===== config.mk =====
export PLATFORM = sky130hd
export DESIGN_NAME = pipe_lanes_elastic
export DESIGN_NICKNAME = d
export VERILOG_FILES = /design/src/rtl/pcie_pl_pkg.sv /design/src/rtl/pipe_lanes_stage.sv /design/src/rtl/pipe_lanes_elastic.sv
export SDC_FILE = /design/constraint.sdc
export NUM_CORES = 1
export LEC_CHECK = 0
export ABC_AREA = 1
export CAP_MARGIN = 20
export CORE_MARGIN = 2
export CORE_UTILIZATION = 31
export CTS_BUF_LIST = sky130_fd_sc_hd__clkbuf_2 sky130_fd_sc_hd__clkbuf_4 sky130_fd_sc_hd__clkbuf_8
export CTS_CLUSTER_SIZE = 12
export DETAILED_ROUTE_END_ITERATION = 10
export PLACE_DENSITY_LB_ADDON = 0.15
export SLEW_MARGIN = 25
export SYNTH_ARGS = -nofsm -noshare
export SYNTH_HDL_FRONTEND = slang
export SYNTH_HIERARCHICAL = 1
export SYNTH_SLANG_ARGS = --single-unit

===== constraint.sdc =====
create_clock -name clk -period 4.16 [get_ports clk]
set_input_delay 0.624 -clock clk [delete_from_list [all_inputs] [get_ports clk]]
set_output_delay 0.624 -clock clk [all_outputs]
set_load 0.02 [all_outputs]

===== src/rtl/pcie_pl_pkg.sv =====
// rtl/pcie_pl_pkg.sv - shared sizing defaults and helpers for PCIe PHY lane blocks
package pcie_pl_pkg;

  localparam int LANE_W_DEFAULT = 8;
  localparam int DEFAULT_LANES  = 4;
  localparam int DEFAULT_DEPTH  = 2;

  // Width of a counter that must hold every value 0..depth inclusive.
  function automatic int occ_width(input int depth);
    return $clog2(depth + 1);
  endfunction

endpackage


===== src/rtl/pipe_lanes_stage.sv =====
// rtl/pipe_lanes_stage.sv - one elastic stage holding valid, lane data and lane mask
module pipe_lanes_stage
  import pcie_pl_pkg::*;
#(
  parameter int LANES = DEFAULT_LANES,
  parameter int WIDTH = LANE_W_DEFAULT
) (
  input  logic                   clk,
  input  logic                   reset,
  input  logic                   flush,
  input  logic                   load,
  input  logic                   adv,
  input  logic [LANES*WIDTH-1:0] d_in,
  input  logic [LANES-1:0]       m_in,
  output logic                   v,
  output logic [LANES*WIDTH-1:0] d,
  output logic [LANES-1:0]       m
);

  // Flush only drops the valid bit; payload registers keep their last value.
  always_ff @(posedge clk) begin
    if (reset) begin
      v <= 1'b0;
      d <= '0;
      m <= '0;
    end else if (flush) begin
      v <= 1'b0;
    end else if (adv) begin
      v <= load;
      if (load) begin
        d <= d_in;
        m <= m_in;
      end
    end
  end

endmodule


===== src/rtl/pipe_lanes_elastic.sv =====
// rtl/pipe_lanes_elastic.sv - DEPTH-stage elastic multi-lane pipe; PIPE_LANES_OCC_EN adds an occupancy output
module pipe_lanes_elastic
  import pcie_pl_pkg::*;
#(
  parameter int LANES = DEFAULT_LANES,
  parameter int WIDTH = LANE_W_DEFAULT,
  parameter int DEPTH = DEFAULT_DEPTH
) (
  input  logic                   clk,
  input  logic                   reset,
  input  logic                   flush,
  input  logic                   in_valid,
  output logic                   in_ready,
  input  logic [LANES*WIDTH-1:0] in_data,
  input  logic [LANES-1:0]       in_lane_en,
  output logic                   out_valid,
  input  logic                   out_ready,
  output logic [LANES*WIDTH-1:0] out_data,
  output logic [LANES-1:0]       out_lane_en
`ifdef PIPE_LANES_OCC_EN
  ,
  output logic [occ_width(DEPTH)-1:0] occ
`endif
);

  logic [DEPTH-1:0]       v;
  logic [LANES*WIDTH-1:0] d [DEPTH];
  logic [LANES-1:0]       m [DEPTH];
  logic [DEPTH:0]         adv;
  logic [LANES*WIDTH-1:0] in_masked;
  logic                   accept;

  // A stage may move whenever any slot at or beyond it is empty, or the sink takes a word.
  always_comb begin
    logic chain;
    chain      = out_ready;
    adv        = '0;
    adv[DEPTH] = out_ready;
    for (int s = DEPTH - 1; s >= 0; s--) begin
      chain  = !v[s] | chain;
      adv[s] = chain;
    end
  end

  assign in_ready = adv[0] & !flush & !reset;
  assign accept   = in_valid & in_ready;

  always_comb begin
    in_masked = '0;
    for (int i = 0; i < LANES; i++) begin
      if (in_lane_en[i]) begin
        in_masked[i*WIDTH +: WIDTH] = in_data[i*WIDTH +: WIDTH];
      end
    end
  end

  for (genvar s = 0; s < DEPTH; s++) begin : g_stage
    logic [LANES*WIDTH-1:0] d_src;
    logic [LANES-1:0]       m_src;
    logic                   ld;

    if (s == 0) begin : g_head
      assign d_src = in_masked;
      assign m_src = in_lane_en;
      assign ld    = accept;
    end else begin : g_body
      assign d_src = d[s-1];
      assign m_src = m[s-1];
      assign ld    = v[s-1];
    end

    pipe_lanes_stage #(
      .LANES(LANES),
      .WIDTH(WIDTH)
    ) u_stage (
      .clk   (clk),
      .reset (reset),
      .flush (flush),
      .load  (ld),
      .adv   (adv[s]),
      .d_in  (d_src),
      .m_in  (m_src),
      .v     (v[s]),
      .d     (d[s]),
      .m     (m[s])
    );
  end

  // Flush masks the output valid so no word is handed off in the flush cycle.
  assign out_valid   = v[DEPTH-1] & !flush;
  assign out_data    = d[DEPTH-1];
  assign out_lane_en = m[DEPTH-1];

`ifdef PIPE_LANES_OCC_EN
  localparam int OW = occ_width(DEPTH);
  logic emit;
  assign emit = out_valid & out_ready;

  always_ff @(posedge clk) begin
    if (reset || flush) begin
      occ <= '0;
    end else begin
      occ <= occ + OW'(accept) - OW'(emit);
    end
  end
`endif

endmodule


==> results of run 1 <==
-- per-layer routing --
layer	share of wire	vias up
met5	0	-
met4	0.0079	0
met3	0.046	5
met2	0.45	55
met1	0.49	1267
li1	-	1648
-- cell type report --
cell class | instances | area (sq um) | area share
clock buffer | 13 | 160 | 0.0370
clock inverter | 3 | 15.0 | 0.00347
timing repair buffer | 78 | 781 | 0.180
tap | 140 | 175 | 0.0404
multi-input combinational | 336 | 1290 | 0.298
inverter | 114 | 428 | 0.0988
sequential | 74 | 1480 | 0.342
-- sequential cells by signal, summed over array words and instances, names as in the netlist --
signal             count
g_stage.u_stage/d     64
g_stage.u_stage/m      8
g_stage.u_stage/v      2
-- report_power, final --
part	switching (mW)	internal [mW]
logic	0.0691	0.0633
registers	0.00852	0.725
clock network	0.250	0.251
total	0.328	1.04
-- through the flow --
stage | worst slack, ns | cells
6_report | 1.49 | 758
5_1_grt | 1.40 | 758
4_1_cts | 1.48 | 758
3_5_place_dp | 1.39 | 742
3_3_place_gp | 1.48 | 742
2_1_floorplan | 2.50 | 548
-- critical path: stages --
cell                              delay [ns]
sky130_fd_sc_hd__clkdlybuf4s50_1        0.45
sky130_fd_sc_hd__inv_1                  0.04
sky130_fd_sc_hd__nand3_1                0.16
sky130_fd_sc_hd__nand2_1                0.10
sky130_fd_sc_hd__inv_1                  0.06
sky130_fd_sc_hd__clkdlybuf4s50_1        0.59
-- cells by family after synthesis --
logic type	Yosys count	synth area share
buf+inv	138	0.176
compound gates	2	0.00298
flops	74	0.440
simple gates	334	0.381
-- cells in the final DEF (no fill, tap or decap) --
cell and instances:
sky130_fd_sc_hd__clkdlybuf4s50_1 78, sky130_fd_sc_hd__nor2_1 147, sky130_fd_sc_hd__nand3_1 1, sky130_fd_sc_hd__inv_1 112, sky130_fd_sc_hd__a21oi_1 2, sky130_fd_sc_hd__nand3_4 2, sky130_fd_sc_hd__clkbuf_8 10, sky130_fd_sc_hd__clkinv_2 3
sky130_fd_sc_hd__clkbuf_4 3, sky130_fd_sc_hd__nand2_1 184, sky130_fd_sc_hd__inv_2 2, sky130_fd_sc_hd__dfxtp_1 74
-- worst max path at each step --
stage                   start                  endpoint
detailed placement  out_ready  g_stage[0].u_stage/d[23]
floorplan           out_ready                  in_ready
CTS                 out_ready                  in_ready
global placement    out_ready  g_stage[0].u_stage/d[13]
global route        out_ready                  in_ready
finish              out_ready                  in_ready
==> flow_metrics.env, run 1 <==
export IMPL_status="finished clean"
export IMPL_finalNetCount=654
export IMPL_timing_setup_tns_ns=0
export IMPL_fin_area_sq_mm=0.00433
export IMPL_finalHoldWorstSlack_ns=0.479
export IMPL_cts_hold_buf=0
export IMPL_totalPowerFinal_mw=1.37
export IMPL_yosysWarnings=6
export IMPL_clock_latency_at_the_later_pin_of_the_worst_skew_pair_ns=0.33
export IMPL_worst_pin_slew_ns=0.815
export IMPL_met3_usage=0.0350
export IMPL_globalRoute_totalOverflow=0
export IMPL_peakVddDrop_mv=0.141
export IMPL_vias_in_the_first_global_route=2761
export IMPL_grt_setup_unrepaired="no"
export IMPL_final_min_period_over_clock_period=0.641
export IMPL_postSynth_asyncResetShare=0
export IMPL_synthToLayoutAreaGrowth_pct=28.8
export IMPL_placed_standard_cell_area_sq_mm=0.00416
export IMPL_cts_buffer_depth=2
export IMPL_drc=0
export IMPL_antenna_found_initial=0
export IMPL_cts_setup_buffers=0
export IMPL_globalRouteMet2Util=0.217
export IMPL_critical_path_endpoint_type="output pin"
export IMPL_diodes=0
export IMPL_ant_nets=0
export IMPL_worst_r2r_endpoint="g_stage[0].u_stage/d[23]"
export IMPL_worst_ep_required_time_ns=3.54
export IMPL_grt_most_used_layer="met2"
export IMPL_setup_violations_final=0
export IMPL_clk_pin_slew_ns=0.08
export IMPL_layout_min_cycle_time_ns=2.67
export IMPL_synth_top_cells_by_area="sky130_fd_sc_hd__dfxtp_1 44%, sky130_fd_sc_hd__nand2_1 21%, sky130_fd_sc_hd__nor2_1 16%, sky130_fd_sc_hd__inv_1 12%, sky130_fd_sc_hd__buf_6 2.7%"
export IMPL_initial_core_util=0.315
export IMPL_synthesis_nets=589
export IMPL_synth_edf_count=0
export IMPL_grt_total_usage=0.130
export IMPL_die_w_um=108
export IMPL_power_density_mw_per_mm2=315
export IMPL_synth_cell_type_count=11
export IMPL_clock_sinks=74
export IMPL_min_delay_path_depth=2
export IMPL_critPathLaunchType="primary input"
export IMPL_p_leak_nw=2.53
export IMPL_synth_ff_type="sky130_fd_sc_hd__dfxtp_1"
export IMPL_drt_pass1_iter_count=4
export IMPL_finalHoldViolCount=0
export IMPL_worst_r2r_setup_slack_ns=2.13
export IMPL_yosys_area_top_type_share=0.440
export IMPL_std_cell_rows=38
export IMPL_cts_tree="built"
export IMPL_clock_skew_final_ns=0.0118
export IMPL_post_route_cells_drive_above_1_share=0.0324
export IMPL_dieHeight_um=108
export IMPL_arrival_ns=2.04
export IMPL_place_gp_congestion=0.706
export IMPL_r2r_cells=6
export IMPL_first_iter_violations=83
export IMPL_grt_pass1_wl_um=12100
export IMPL_cts_resized_gates=0
export IMPL_synth_most_common_cell="sky130_fd_sc_hd__nand2_1"
export IMPL_timing_max_transition_violations_final=0
export IMPL_cts_root_buf="sky130_fd_sc_hd__clkbuf_8"
export IMPL_cts_htree_levels=3
export IMPL_hold_path_class="register to register"
export IMPL_netlist_top_cells_count="184 x sky130_fd_sc_hd__nand2_1, 147 x sky130_fd_sc_hd__nor2_1, 112 x sky130_fd_sc_hd__inv_1, 74 x sky130_fd_sc_hd__dfxtp_1, 10 x sky130_fd_sc_hd__buf_2"
export IMPL_worst_hold_path_endpoint="g_stage[1].u_stage/d[16]"
export IMPL_postLayoutCoreUtil=0.405
export IMPL_yosysSeqAreaShare=0.440
export IMPL_route_final_wire_length_um=7230
export IMPL_crit_path_max_fanout=4
export IMPL_wl_per_cell_um=9.53
export IMPL_fillers=1174
export IMPL_slew_headroom=0.456
export IMPL_class_of_the_most_critical_setup_path="primary input to output pin"
export IMPL_grt_start_max_net_pins=73
export IMPL_synth_top_cell_by_area="sky130_fd_sc_hd__dfxtp_1"
export IMPL_netlist_area_before_placement_sq_mm=0.00336
export IMPL_use_met1=0.164
export IMPL_routed_via_count_divided_by_cell_count=3.92
export IMPL_regToRegStartpoint="g_stage[0].u_stage/v"
export IMPL_yosys_register_bits=74
export IMPL_maxClockFrequency_ghz=0.375
export IMPL_dp_hpwl_um=4400
export IMPL_port_buffers=78
export IMPL_design_die_area_sq_mm=0.0117
export IMPL_cts_buffers_inserted=9
export IMPL_io_pins=79
export IMPL_postSynthAreaPerCell_sq_um=6.14
export IMPL_beginning_of_the_worst_hold_path="g_stage[0].u_stage/d[16]"
export IMPL_postSynthCellCount=548
export IMPL_cap_violations=0
export IMPL_detailroute_via_count=2975
export IMPL_core_sq_mm=0.0107
(Power assumes the default switching activity.)
==> run 2: changes to the inputs <==
- clock period: 4.16 -> 2.3 ns (I/O delays scaled with it)
==> flow_metrics.env, run 2 (synthesis results as in run 1) <==
export IMPL_status="finished clean"
export IMPL_critical_path_endpoint_type="output pin"
export IMPL_cts_buffer_depth=2
export IMPL_cts_hold_buf=0
export IMPL_p_leak_nw=2.57
export IMPL_totalPowerFinal_mw=2.62
export IMPL_drt_pass1_iter_count=5
export IMPL_place_gp_congestion=0.740
export IMPL_port_buffers=78
export IMPL_use_met1=0.159
export IMPL_timing_max_transition_violations_final=0
export IMPL_grt_start_max_net_pins=73
export IMPL_met3_usage=0.0374
export IMPL_min_delay_path_depth=2
export IMPL_synthToLayoutAreaGrowth_pct=31.8
export IMPL_arrival_ns=1.65
export IMPL_clock_latency_at_the_later_pin_of_the_worst_skew_pair_ns=0.34
export IMPL_die_w_um=108
export IMPL_largest_register_ffs=64
export IMPL_sequential_cell_area_sq_mm=0.00148
export IMPL_seqPwrFrac=0.506
export IMPL_grt_pass1_wl_um=12500
export IMPL_cts_resized_gates=0
export IMPL_cp_cell_sequence="clkdlybuf4s50_1, inv_1, nand3_1, nand2_1, inv_1, clkdlybuf4s50_1"
export IMPL_crit_path_max_fanout=2
export IMPL_maxClockFrequency_ghz=0.502
export IMPL_std_cell_rows=38
export IMPL_critPathBufInv=4
export IMPL_clock_skew_final_ns=0.0113
export IMPL_detailroute_via_count=2997
export IMPL_routed_via_count_divided_by_cell_count=3.93
export IMPL_hold_path_class="register to register"
export IMPL_cts_buffers_inserted=9
export IMPL_fillers=1158
export IMPL_multi_input_area_sq_mm=0.00129
export IMPL_globalRoute_totalOverflow=0
export IMPL_layout_commonest_cell="sky130_fd_sc_hd__nand2_1"
export IMPL_grt_most_used_layer="met2"
export IMPL_registers_top_by_ff_count="g_stage.u_stage/d"
export IMPL_grt_setup_unrepaired="no"
export IMPL_final_min_period_over_clock_period=0.865
export IMPL_setup_violations_final=0
export IMPL_p_int_mw=2.00
export IMPL_first_iter_violations=89
export IMPL_cts_root_buf="sky130_fd_sc_hd__clkbuf_8"
export IMPL_finalNetCount=658
export IMPL_p_switching_uw=619
export IMPL_slew_headroom=0.546
export IMPL_top_library_cells_by_usage_in_the_layout_fill_and_taps_aside="184 x sky130_fd_sc_hd__nand2_1, 147 x sky130_fd_sc_hd__nor2_1, 112 x sky130_fd_sc_hd__inv_1"
export IMPL_finalHoldWorstSlack_ns=0.485
export IMPL_dieHeight_um=108
export IMPL_dp_hpwl_um=4540
export IMPL_finalHoldViolCount=0
export IMPL_io_pins=79
export IMPL_worst_pin_slew_ns=0.679
export IMPL_wl_per_cell_um=9.58
export IMPL_cts_setup_buffers=0
export IMPL_peakVddDrop_mv=0.295
export IMPL_initial_core_util=0.315
export IMPL_post_route_cells_drive_above_1_share=0.0386
export IMPL_drc=0
export IMPL_r2r_cells=8
export IMPL_timing_setup_tns_ns=0
export IMPL_placed_standard_cell_area_sq_mm=0.00423
export IMPL_fin_area_sq_mm=0.00443
export IMPL_longest_individual_stage_delay_on_the_worst_path_ns=0.59
export IMPL_diodes=0
export IMPL_p_sw_frac=0.236
export IMPL_cts_tree="built"
export IMPL_class_of_the_most_critical_setup_path="primary input to output pin"
export IMPL_crit_path_top_delay_cell="sky130_fd_sc_hd__clkdlybuf4s50_1"
export IMPL_core_sq_mm=0.0107
export IMPL_critical_path_top_delay_family="buffers and inverters"
export IMPL_antenna_found_initial=0
export IMPL_layout_min_cycle_time_ns=1.99
export IMPL_postLayoutCoreUtil=0.415
export IMPL_combPwrFrac=0.094
export IMPL_ant_nets=0
export IMPL_cts_htree_levels=3
export IMPL_power_density_mw_per_mm2=591
export IMPL_largest_registers="g_stage.u_stage/d (64), g_stage.u_stage/m (8), g_stage.u_stage/v (2)"
export IMPL_grt_total_usage=0.135
export IMPL_vias_in_the_first_global_route=2848
export IMPL_cap_violations=0
export IMPL_design_die_area_sq_mm=0.0117
export IMPL_clock_sinks=74
export IMPL_critPathLaunchType="primary input"
export IMPL_clk_pin_slew_ns=0.08
export IMPL_worst_ep_required_time_ns=1.96
export IMPL_globalRouteMet2Util=0.235
export IMPL_crit_cells=6
export IMPL_clock_power_share=0.400
export IMPL_route_final_wire_length_um=7300
[run 2: changes by cell type in the layout (fill, tap and decap cells not counted), moves of 2 or more]
cell                         change
sky130_fd_sc_hd__buf_12          +3
sky130_fd_sc_hd__clkbuf_4        -2
sky130_fd_sc_hd__clkinv_2        -2
sky130_fd_sc_hd__clkinvlp_4      +2
[run 2: path summary, 6_finish.rpt]
check	startpoint	to	slack (ns)
max	out_ready	in_ready	0.31
min	g_stage[0].u_stage/d[27]	g_stage[1].u_stage/d[27]	0.49
max reg2reg	g_stage[0].u_stage/v	g_stage[0].u_stage/d[4]	0.86
min reg2reg	g_stage[0].u_stage/d[27]	g_stage[1].u_stage/d[27]	0.49
[run 2: tightest hold or removal path: cells and delay by family (launching register included)]
family | cells | cell delay, ns
and+or+nand+nor | 2 | 0.13
DFF | 1 | 0.33
[run 2: final cells by class]
type	instances	area share
clock buffers	12	0.0358
multi-input cells	336	0.291
clock inverters	4	0.0113
inverters	114	0.0965
flip-flops and latches	74	0.334
well taps	140	0.0395
repair buffers	82	0.191
[run 2: metal layers]
metal / wire [um] / up-vias / part of all wire
met5: 0 / - / 0
met4: 71 / 0 / 0.0097
met3: 395 / 8 / 0.054
met2: 3330 / 57 / 0.46
met1: 3510 / 1275 / 0.48
li1: - / 1657 / -
[run 2: through the flow]
stage	setup WS (ns)	instances
3_3_place_gp	0.305	746
2_1_floorplan	0.918	548
5_1_grt	0.195	762
4_1_cts	0.302	762
6_report	0.310	762
3_5_place_dp	0.307	746
[run 2: power groups by stage]
stage / sequential (mW) / clock (mW) / combinational (mW)
4_1_cts: 1.33 / 1.10 / 0.250
5_1_grt: 1.33 / 1.15 / 0.280
6_report: 1.33 / 1.05 / 0.245
3_5_place_dp: 1.36 / 0 / 0.248
2_1_floorplan: 1.36 / 0 / 0.124
3_3_place_gp: 1.36 / 0 / 0.247
==> run 3: changes to the inputs <==
- CORE_UTILIZATION: 31 -> 25
==> flow_metrics.env, run 3 (synthesis results as in run 1) <==
export IMPL_cts_tree="built"
export IMPL_regToRegStartpoint="g_stage[0].u_stage/v"
export IMPL_dieHeight_um=120
export IMPL_design_die_area_sq_mm=0.0144
export IMPL_first_iter_violations=87
export IMPL_grt_total_usage=0.113
export IMPL_clk_pin_slew_ns=0.07
export IMPL_totalPowerFinal_mw=2.77
export IMPL_std_cell_rows=42
export IMPL_grt_setup_unrepaired="no"
export IMPL_port_buffers=78
export IMPL_clock_sinks=74
export IMPL_fillers=1467
export IMPL_cap_violations=0
export IMPL_finalHoldWorstSlack_ns=0.481
export IMPL_top_library_cells_by_usage_in_the_layout_fill_and_taps_aside="184 x sky130_fd_sc_hd__nand2_1, 147 x sky130_fd_sc_hd__nor2_1, 112 x sky130_fd_sc_hd__inv_1"
export IMPL_cp_cell_sequence="clkdlybuf4s50_1, inv_1, nand3_1, nand2_1, inv_1, clkdlybuf4s50_1"
export IMPL_grt_pass1_wl_um=13000
export IMPL_crit_path_max_fanout=4
export IMPL_hold_path_class="register to register"
export IMPL_placed_standard_cell_area_sq_mm=0.00426
export IMPL_diodes=0
export IMPL_critPathBufInv=4
export IMPL_clock_skew_final_ns=0.0105
export IMPL_ant_nets=0
export IMPL_place_gp_congestion=0.767
export IMPL_finalNetCount=657
export IMPL_cts_resized_gates=0
export IMPL_maxClockFrequency_ghz=0.470
export IMPL_worst_r2r_endpoint="g_stage[0].u_stage/d[20]"
export IMPL_cts_root_buf="sky130_fd_sc_hd__clkbuf_8"
export IMPL_slew_headroom=0.495
export IMPL_die_w_um=120
export IMPL_vias_in_the_first_global_route=2873
export IMPL_routed_via_count_divided_by_cell_count=3.73
export IMPL_status="finished clean"
export IMPL_initial_core_util=0.255
export IMPL_largest_registers="g_stage.u_stage/d (64), g_stage.u_stage/m (8), g_stage.u_stage/v (2)"
export IMPL_arrival_ns=1.78
export IMPL_cts_setup_buffers=0
export IMPL_io_pins=79
export IMPL_finalHoldViolCount=0
export IMPL_fin_area_sq_mm=0.00450
export IMPL_longest_individual_stage_delay_on_the_worst_path_ns=0.59
export IMPL_worst_pin_slew_ns=0.757
export IMPL_setup_violations_final=0
export IMPL_min_delay_path_depth=2
export IMPL_drt_pass1_iter_count=4
export IMPL_final_min_period_over_clock_period=0.924
export IMPL_drc=0
export IMPL_antenna_found_initial=0
export IMPL_worst_r2r_setup_slack_ns=0.73
export IMPL_grt_start_max_net_pins=73
export IMPL_peakVddDrop_mv=0.281
export IMPL_largest_register_ffs=64
export IMPL_critical_path_endpoint_type="output pin"
export IMPL_crit_path_top_delay_cell="sky130_fd_sc_hd__clkdlybuf4s50_1"
export IMPL_cts_buffers_inserted=9
export IMPL_timing_max_transition_violations_final=0
export IMPL_dp_hpwl_um=4850
export IMPL_timing_setup_tns_ns=0
export IMPL_layout_min_cycle_time_ns=2.13
export IMPL_cts_hold_buf=0
export IMPL_route_final_wire_length_um=7640
export IMPL_class_of_the_most_critical_setup_path="primary input to output pin"
export IMPL_post_route_cells_drive_above_1_share=0.0370
export IMPL_placed_cells_incl_taps=781
export IMPL_detailroute_via_count=2970
export IMPL_cts_htree_levels=3
export IMPL_registers_top_by_ff_count="g_stage.u_stage/d"
export IMPL_clock_latency_at_the_later_pin_of_the_worst_skew_pair_ns=0.36
export IMPL_p_leak_nw=2.58
export IMPL_r2r_cells=8
export IMPL_cts_buffer_depth=2
export IMPL_critical_path_top_delay_family="buffers and inverters"
export IMPL_layout_commonest_cell="sky130_fd_sc_hd__nand2_1"
export IMPL_worst_hold_path_endpoint="g_stage[1].u_stage/d[8]"
export IMPL_globalRoute_totalOverflow=0
export IMPL_beginning_of_the_worst_hold_path="g_stage[0].u_stage/d[8]"
export IMPL_critPathLaunchType="primary input"
export IMPL_worst_ep_required_time_ns=1.96
export IMPL_wl_per_cell_um=9.58
export IMPL_fin_cells=797
export IMPL_synthToLayoutAreaGrowth_pct=33.8
export IMPL_power_density_mw_per_mm2=615
export IMPL_core_sq_mm=0.0132
## run 3: cell types whose count changed in the layout (fill, tap and decap cells not counted), sizes merged
cell	previous run	this run
bufinv	1	2
buf	4	3
clkinvlp	2	1
## run 3: final cells by class
type                    count  area (sq um)  area share
flip-flops and latches     74          1480       0.329
multi-input cells         336          1290       0.287
repair buffers             81           841       0.187
inverters                 114           428      0.0951
well taps                 176           220      0.0489
clock buffers              12           165      0.0367
clock inverters             4          72.6      0.0161
## run 3: worst min-delay path, stage by stage (launching register included)
cell	delay (ns)
sky130_fd_sc_hd__dfxtp_1	0.33
sky130_fd_sc_hd__nor2_1	0.05
sky130_fd_sc_hd__nor2_1	0.08
## run 3: worst max-delay path by stage
| stage | from | endpoint | cells after the start |
|---|---|---|---|
| 2_1_floorplan | out_ready | g_stage[0].u_stage/d[0] | 8 |
| 3_3_place_gp | out_ready | in_ready | 6 |
| 3_5_place_dp | out_ready | in_ready | 6 |
| 4_1_cts | out_ready | in_ready | 6 |
| 5_1_grt | out_ready | in_ready | 6 |
| 6_report | out_ready | in_ready | 6 |
## run 3: stage by stage
stage           util  setup slack, ns
2_1_floorplan      -            0.918
5_1_grt        0.341           0.0668
4_1_cts        0.341            0.159
3_3_place_gp   0.323            0.175
6_report       0.341            0.174
3_5_place_dp   0.323            0.176
## run 3: routing by layer
layer	part of all wire	track usage	up-vias
li1	-	-	1654
met1	0.50	0.138	1250
met2	0.43	0.181	55
met3	0.047	0.0318	11
met4	0.022	0.0581	0
met5	0	0	-
## run 3: power by group
| part | internal, mW | switching (mW) |
|---|---|---|
| Combinational | 0.119 | 0.128 |
| Sequential | 1.31 | 0.0152 |
| Clock | 0.698 | 0.495 |
| Total | 2.13 | 0.638 |
